$ cat config.mk
export PLATFORM = sky130hd
export DESIGN_NAME = pcie_ltssm_ctrl
export DESIGN_NICKNAME = d
export VERILOG_FILES = /design/src/rtl/pcie_phys_pkg.sv /design/src/rtl/pcie_lane_mask.sv /design/src/rtl/pcie_ltssm_ctrl.sv
export SDC_FILE = /design/constraint.sdc
export NUM_CORES = 1
export LEC_CHECK = 0
export ABC_CLOCK_PERIOD_IN_PS = 2100
export CAP_MARGIN = 0
export CORE_MARGIN = 10
export CORE_UTILIZATION = 54
export DETAILED_ROUTE_END_ITERATION = 16
export PLACE_DENSITY = 0.9
export SETUP_SLACK_MARGIN = 0.3
export SKIP_LAST_GASP = 1
export SLEW_MARGIN = 5
export SYNTH_ARGS = -nofsm -noshare
export SYNTH_HDL_FRONTEND = slang
export SYNTH_SLANG_ARGS = --single-unit
$ cat constraint.sdc
create_clock -name clk_i -period 2.1 [get_ports clk_i]
set_input_delay 0.42 -clock clk_i [delete_from_list [all_inputs] [get_ports clk_i]]
set_output_delay 0.42 -clock clk_i [all_outputs]
set_load 0.01 [all_outputs]
$ cat src/rtl/pcie_phys_pkg.sv
// -----------------------------------------------------------------------------
// pcie_phys_pkg
// Shared definitions for the PCIe physical-layer blocks (pcie_ltssm_ctrl and
// the surrounding pcie_phys_top):
//   - ltssm_state_t : LTSSM state encoding, also visible on state_o
//   - TS_TYPE_TS1/2 : training-sequence type encoding on the TS type wires
//   - max_int       : elaboration-time helper for sizing counters
// -----------------------------------------------------------------------------
package pcie_phys_pkg;

  typedef enum logic [2:0] {
    ST_DETECT_QUIET  = 3'd0,
    ST_DETECT_ACTIVE = 3'd1,
    ST_POLL_ACTIVE   = 3'd2,
    ST_POLL_CONFIG   = 3'd3,
    ST_L0            = 3'd4
  } ltssm_state_t;

  localparam logic TS_TYPE_TS1 = 1'b0;
  localparam logic TS_TYPE_TS2 = 1'b1;

  function automatic int max_int(input int a, input int b);
    return (a > b) ? a : b;
  endfunction

endpackage

$ cat src/rtl/pcie_lane_mask.sv
// -----------------------------------------------------------------------------
// pcie_lane_mask
// Combinational contiguous-lane mask: bit i of lane_mask is set only when
// lanes 0..i all report a detected receiver, so the result is the longest
// run of set bits starting at lane 0 (4'b1011 -> 4'b0011).
// Ports:
//   load_detect [NUM_LANES] in  : per-lane receiver-detected flags
//   lane_mask   [NUM_LANES] out : contiguous mask anchored at lane 0
// -----------------------------------------------------------------------------
module pcie_lane_mask #(
  parameter int NUM_LANES = 4
) (
  input  logic [NUM_LANES-1:0] load_detect,
  output logic [NUM_LANES-1:0] lane_mask
);

  // Each bit is an AND-reduction of all lower lanes; written per bit rather
  // than as a ripple chain so no bit of the vector depends on another bit.
  genvar gi;
  generate
    for (gi = 0; gi < NUM_LANES; gi++) begin : g_lane
      assign lane_mask[gi] = &load_detect[gi:0];
    end
  endgenerate

endmodule

$ cat src/rtl/pcie_ltssm_ctrl.sv
// -----------------------------------------------------------------------------
// pcie_ltssm_ctrl
// Simplified PCIe LTSSM: Detect.Quiet -> Detect.Active -> Polling.Active ->
// Polling.Configuration -> L0. Moore machine: every output is decoded from
// the registered state, the latched lane mask and the latched gen3 flag.
// Ports:
//   clk_i, rst_i            in  : clock, asynchronous active-high reset
//   load_detect_i [LANES]   in  : per-lane receiver-detected flags
//   rx_ts_valid_i           in  : one aligned TS ordered set received
//   rx_ts_type_i            in  : 0=TS1, 1=TS2
//   tx_ts_req_o             out : request TS transmission
//   tx_ts_type_o            out : 0=TS1, 1=TS2
//   tx_ts_ack_i             in  : one TS sent (counted only while requested)
//   gen3_capable_i          in  : 128b/130b permitted, sampled on L0 entry
//   link_down_i             in  : retrain request
//   lane_active_o [LANES]   out : trained lane mask
//   en8b10b_o, en128b130b_o out : one-hot encoder select
//   link_up_o               out : link in L0
//   state_o [3]             out : current LTSSM state
// -----------------------------------------------------------------------------
module pcie_ltssm_ctrl
  import pcie_phys_pkg::*;
#(
  parameter int NUM_LANES           = 4,
  parameter int DETECT_QUIET_CYCLES = 12,
  parameter int POLL_TS_COUNT       = 8,
  parameter int TIMEOUT_CYCLES      = 1024
) (
  input  logic                 clk_i,
  input  logic                 rst_i,
  input  logic [NUM_LANES-1:0] load_detect_i,
  input  logic                 rx_ts_valid_i,
  input  logic                 rx_ts_type_i,
  output logic                 tx_ts_req_o,
  output logic                 tx_ts_type_o,
  input  logic                 tx_ts_ack_i,
  input  logic                 gen3_capable_i,
  input  logic                 link_down_i,
  output logic [NUM_LANES-1:0] lane_active_o,
  output logic                 en8b10b_o,
  output logic                 en128b130b_o,
  output logic                 link_up_o,
  output logic [2:0]           state_o
);

  // One timer serves both the Detect.Quiet dwell and the Polling timeout,
  // since it is cleared on every state entry anyway.
  localparam int TMR_MAX = max_int(DETECT_QUIET_CYCLES, TIMEOUT_CYCLES);
  localparam int TMR_W   = $clog2(TMR_MAX + 1);
  // TS counters must reach 2*POLL_TS_COUNT (TS2 sent in Polling.Config).
  localparam int CNT_W   = $clog2(2 * POLL_TS_COUNT + 1);

  localparam logic [TMR_W-1:0] DQ_LAST  = TMR_W'(DETECT_QUIET_CYCLES - 1);
  localparam logic [TMR_W-1:0] TO_LAST  = TMR_W'(TIMEOUT_CYCLES - 1);
  localparam logic [CNT_W-1:0] TS_GOAL  = CNT_W'(POLL_TS_COUNT);
  localparam logic [CNT_W-1:0] TS2_GOAL = CNT_W'(2 * POLL_TS_COUNT);

  ltssm_state_t         state_reg,  state_next;
  logic [TMR_W-1:0]     tmr_reg,    tmr_next;
  logic [CNT_W-1:0]     tx_cnt_reg, tx_cnt_next;
  logic [CNT_W-1:0]     rx_cnt_reg, rx_cnt_next;
  logic [NUM_LANES-1:0] mask_reg,   mask_next;
  logic                 gen3_reg,   gen3_next;

  logic [NUM_LANES-1:0] mask_det;
  logic                 tx_req;
  logic                 tx_type;
  logic                 link_up;
  logic [NUM_LANES-1:0] lane_active;
  logic                 tx_sent;

  function automatic logic [CNT_W-1:0] cnt_inc(input logic [CNT_W-1:0] v);
    return (&v) ? v : v + CNT_W'(1);
  endfunction

  function automatic logic [TMR_W-1:0] tmr_inc(input logic [TMR_W-1:0] v);
    return (&v) ? v : v + TMR_W'(1);
  endfunction

  pcie_lane_mask #(
    .NUM_LANES (NUM_LANES)
  ) u_lane_mask (
    .load_detect (load_detect_i),
    .lane_mask   (mask_det)
  );

  // ---------------------------------------------------------------------------
  // State and latch registers
  // ---------------------------------------------------------------------------
  always_ff @(posedge clk_i or posedge rst_i) begin
    if (rst_i) begin
      state_reg  <= ST_DETECT_QUIET;
      tmr_reg    <= '0;
      tx_cnt_reg <= '0;
      rx_cnt_reg <= '0;
      mask_reg   <= '0;
      gen3_reg   <= 1'b0;
    end else begin
      state_reg  <= state_next;
      tmr_reg    <= tmr_next;
      tx_cnt_reg <= tx_cnt_next;
      rx_cnt_reg <= rx_cnt_next;
      mask_reg   <= mask_next;
      gen3_reg   <= gen3_next;
    end
  end

  // ---------------------------------------------------------------------------
  // Moore output decode
  // ---------------------------------------------------------------------------
  always_comb begin
    tx_req      = 1'b0;
    tx_type     = TS_TYPE_TS1;
    link_up     = 1'b0;
    lane_active = '0;
    case (state_reg)
      ST_POLL_ACTIVE: begin
        tx_req      = 1'b1;
        tx_type     = TS_TYPE_TS1;
        lane_active = mask_reg;
      end
      ST_POLL_CONFIG: begin
        tx_req      = 1'b1;
        tx_type     = TS_TYPE_TS2;
        lane_active = mask_reg;
      end
      ST_L0: begin
        link_up     = 1'b1;
        lane_active = mask_reg;
      end
      default: ;
    endcase
  end

  assign tx_ts_req_o   = tx_req;
  assign tx_ts_type_o  = tx_type;
  assign link_up_o     = link_up;
  assign lane_active_o = lane_active;
  assign en128b130b_o  = link_up & gen3_reg;
  assign en8b10b_o     = ~(link_up & gen3_reg);
  assign state_o       = state_reg;

  // An ack only means something while a TS is actually being requested.
  assign tx_sent = tx_req & tx_ts_ack_i;

  // ---------------------------------------------------------------------------
  // Next-state, counters and latches
  // ---------------------------------------------------------------------------
  always_comb begin
    state_next  = state_reg;
    tmr_next    = tmr_inc(tmr_reg);
    tx_cnt_next = tx_cnt_reg;
    rx_cnt_next = rx_cnt_reg;
    mask_next   = mask_reg;
    gen3_next   = gen3_reg;

    case (state_reg)
      ST_DETECT_QUIET: begin
        // link_down_i has nothing to abort here; the dwell simply runs out.
        if (tmr_reg == DQ_LAST) state_next = ST_DETECT_ACTIVE;
      end

      ST_DETECT_ACTIVE: begin
        if (link_down_i)           state_next = ST_DETECT_QUIET;
        else if (load_detect_i[0]) state_next = ST_POLL_ACTIVE;
        else                       state_next = ST_DETECT_QUIET;
      end

      ST_POLL_ACTIVE: begin
        // Sent TS1 and received TS of either type count independently.
        if (tx_sent)       tx_cnt_next = cnt_inc(tx_cnt_reg);
        if (rx_ts_valid_i) rx_cnt_next = cnt_inc(rx_cnt_reg);
        if (link_down_i)
          state_next = ST_DETECT_QUIET;
        else if (tx_cnt_reg >= TS_GOAL && rx_cnt_reg >= TS_GOAL)
          state_next = ST_POLL_CONFIG;
        else if (tmr_reg == TO_LAST)
          state_next = ST_DETECT_QUIET;
      end

      ST_POLL_CONFIG: begin
        // Only TS2 counts on receive; sent TS2 count only once a TS2 has
        // been received in an earlier cycle.
        if (rx_ts_valid_i && rx_ts_type_i == TS_TYPE_TS2)
          rx_cnt_next = cnt_inc(rx_cnt_reg);
        if (tx_sent && rx_cnt_reg != '0)
          tx_cnt_next = cnt_inc(tx_cnt_reg);
        if (link_down_i)
          state_next = ST_DETECT_QUIET;
        else if (rx_cnt_reg >= TS_GOAL && tx_cnt_reg >= TS2_GOAL)
          state_next = ST_L0;
        else if (tmr_reg == TO_LAST)
          state_next = ST_DETECT_QUIET;
      end

      ST_L0: begin
        if (link_down_i) state_next = ST_DETECT_QUIET;
      end

      default: state_next = ST_DETECT_QUIET;
    endcase

    // Fresh counters and timer in every state that is newly entered.
    if (state_next != state_reg) begin
      tmr_next    = '0;
      tx_cnt_next = '0;
      rx_cnt_next = '0;
    end

    // Lane mask: captured in Detect.Active, dropped whenever we fall back.
    if (state_next == ST_DETECT_QUIET)
      mask_next = '0;
    else if (state_reg == ST_DETECT_ACTIVE)
      mask_next = mask_det;

    // Encoding choice is frozen at L0 entry.
    if (state_reg == ST_POLL_CONFIG && state_next == ST_L0)
      gen3_next = gen3_capable_i;
  end

endmodule
==> run_results.csv <==
group,metric,value,unit
outcome,status,"complete, no violations",
final_layout,antenna_cells,0,
sta,skew,0.0164,ns
setup_path,reg2reg_from,"state_o[1]",
die,ios,23,
global_route,grt_max_degree,30,
die,die_h,76.5,um
final_layout,final_util,79.5,%
drt,dr_total_vias,1687,
sta,rsz0062_at_grt,"true",
placement,place_congestion,0.861,
sta,final-setup-viol-count,0,
setup_path,r2r_end,"tmr_reg[8]",
synth,ys_top_cells_by_count,"dfrtp_1, nor2_1, inv_1",
setup_path,crit_path_start_kind,"register",
drt,ant_nets,0,
power,p_per_area,763,nW/um^2
drt,wl_per_cell,21.8,um
sta,slew_viol_final,0,
synth,synth-edff-count,0,
die,die_w,76.5,um
sta,worst_pin_slew,0.415,ns
sta,timing.final.crit_share,96.8,%
cts,cts_buffers,5,
die,dieArea,5850,um^2
cts,cts.sinks,29,
drt,drc,0,
synth,ys_ff_latch,29,
synth,avgSynthCellArea,10.3,um^2
final_layout,layout.nets,245,
worst_hold_path,hp-class,"primary input to asynchronous set/reset pin",
setup_path,crit_family,"compound AO/OA/AOI/OAI gates",
synth,synthArstFlopShare,100,%
sta,holdWs,0.442,ns
setup_path,cpPeakStageDelay,0.46,ns
drt,totalWireLength,5920,um
drt,first_iter_violations,342,
synth,synth.most_common_cell,"dfrtp_1",
placement,port_buffers,22,
sta,fmax,492,MHz
flow_run,drv_cap,0,
drt,routed_via_density,6.20,
power,p_comb_share,37.3,%
setup_path,cp.buffers_inverters,2,
synth,synth_ff_type,"dfrtp_1",
cts,clk_pin_slew,0.11,ns
global_route,grt_pass1_wl,8070,um
setup_path,crit_required,2.32,ns
cts,h-tree-depth,2,
power,power.internal,0.00116,W
sta,fin_ws,0.0671,ns
cts,cts_root_buf,"clkbuf_4",
cts,clk_latency,0.34,ns
setup_path,crit_top_cell,"buf_6",
power,ir_drop,0.749,mV
setup_path,crit_path_start,"state_o[1]",
final_layout,layout-drive-gt1-share,43.0,%
setup_path,r2r_slack,0.07,ns
setup_path,worst_setup_path_end_kind,"register",
final_layout,design_area,2430,um^2
die,num_rows,20,
global_route,grt_usage,16.7,%
synth,syn_area,1720,um^2
synth,syn_nets,186,
synth,ys_seq_area_share,42.1,%
power,power_leakage,1.12,nW
drt,dr.pass1.iters,4,
final_layout,area.growth.synth_to_final,40.8,%
power,clkPwrFrac,21.8,%
sta,fin_crit,2.03,ns
global_route,grt_pass1_vias,1557,
global_route,grt_overflow_total,0,
cts,postCtsHoldBufs,0,
setup_path,path_class,"register to register",
die,coreArea,3050,um^2
placement,place_ws,0.000459,ns
cts,cts_tree,"yes",
sta,slew_headroom,72.4,%
setup_path,crit_arrival,2.25,ns
placement,place_area,2000,um^2
power,p_switching,0.000688,W
die,initial_core_util,56.5,%
sta,hold_violations,0,
synth,synth_top_cells_by_area,"dfrtp_1, nor2_1, ha_1",
final_layout,largest_register_ffs,11,
sta,fin_setup_tns,0,ns
setup_path,cp_num_cells,7,
global_route,antenna_found_initial,0,
setup_path,crit_slowest_cell,"dfrtp_2",
setup_path,critical_path.endpoint,"tmr_reg[8]",
synth,synth_top_area_share,42.1,%
synth,yosys_warnings,0,
power,swShare,37.1,%
setup_path,r2r_cells,7,
synth,synth_top_area_cell,"dfrtp_1",
setup_path,path_cells,"buf_6 > buf_6 > maj3_2 > o32ai_2 > nand3_2 > a21o_4 > a311oi_2",
cts,cts_buffer_depth,2,
placement,place_hpwl,2760,um
power,seq_power_share,41.0,%
synth,synth_cell_types,47,
setup_path,path_max_fanout,6,
synth,netlist_instances,168,
layout by cell type, fill, tap and decap left out, drive strengths merged, types with 2 or more instances in the layout:
master         Yosys  final
a21oi              2      2
o22ai              4      4
nand3              7      7
nand4              5      5
nand4b             2      2
mux2i              4      4
a31oi              2      2
and4               3      3
dlygate4sd2        0      3
clkbuf             0      9
nor2b              5      5
dfrtp             29     29
nor3b              4      4
a21o               2      5
and3               4      4
xor2               7      7
buf                5     39
o32ai              2      2
xnor2              6      6
nand3b             3      3
clkdlybuf4s50      0     10
inv               11     11
ha                 7      7
nor2              28     28
nand2b             2      2
nor3               2      2
nand2              7      7
power groups by stage:
stage,registers [W],logic (W),clock network (W)
3_5_place_dp,0.000754,0.000459,0
6_report,0.000758,0.000690,0.000403
2_1_floorplan,0.000735,0.000370,0
4_1_cts,0.000742,0.000518,0.000393
3_3_place_gp,0.000743,0.000432,0
5_1_grt,0.000767,0.000749,0.000425
worst min-delay path by stage:
stage               endpoint         from  slack, ns
4_1_cts           tmr_reg[6]        rst_i       0.46
5_1_grt        tx_cnt_reg[4]        rst_i       0.49
3_5_place_dp        gen3_reg     gen3_reg       0.50
2_1_floorplan    mask_reg[0]  mask_reg[0]       0.46
3_3_place_gp     mask_reg[0]  mask_reg[0]       0.48
6_report       tx_cnt_reg[4]        rst_i       0.44
tightest hold or removal path: stages:
cell	delay, ns
clkdlybuf4s50_1	0.39
inv_1	0.05
buf_4	0.34
layer usage:
layer	vias to the layer above	global-route usage, %	share of wire (%)
met3	18	5.90	6.6
met5	-	0	0
met4	0	4.83	3.1
li1	724	-	-
met2	103	27.9	52
met1	842	19.7	39
kinds of logic after synthesis:
family          Yosys count  synth area share, %
compound gates           20                 11.7
xor+xnor                 13                 6.60
fa+ha+maj                 8                 5.73
buf+inv                  16                 5.44
flops                    29                 42.1
mux                       5                 2.98
simple gates             77                 25.5
stage by stage:
stage / power (W) / std cells
3_5_place_dp: 0.00121 / 236
4_1_cts: 0.00165 / 259
6_report: 0.00185 / 272
2_1_floorplan: 0.00111 / 168
3_3_place_gp: 0.00117 / 236
5_1_grt: 0.00194 / 272
layout make-up:
type                            instances  area [um^2]
Fill cell                             179          626
Inverter                               11         41.3
Sequential cell                        29          729
Clock buffer                            7         65.1
Tap cell                               44         55.1
Timing Repair Buffer                   54          430
Clock inverter                          1         5.00
Multi-Input combinational cell        126         1100
repair_timing:
item	4_1_cts	5_1_grt
buffers inserted	13	11
gates resized for setup	35	48
endpoints found under the setup margin	33	34
pin swaps	8	13
gates cloned	2	2
Power figures use the tool's default switching activity.
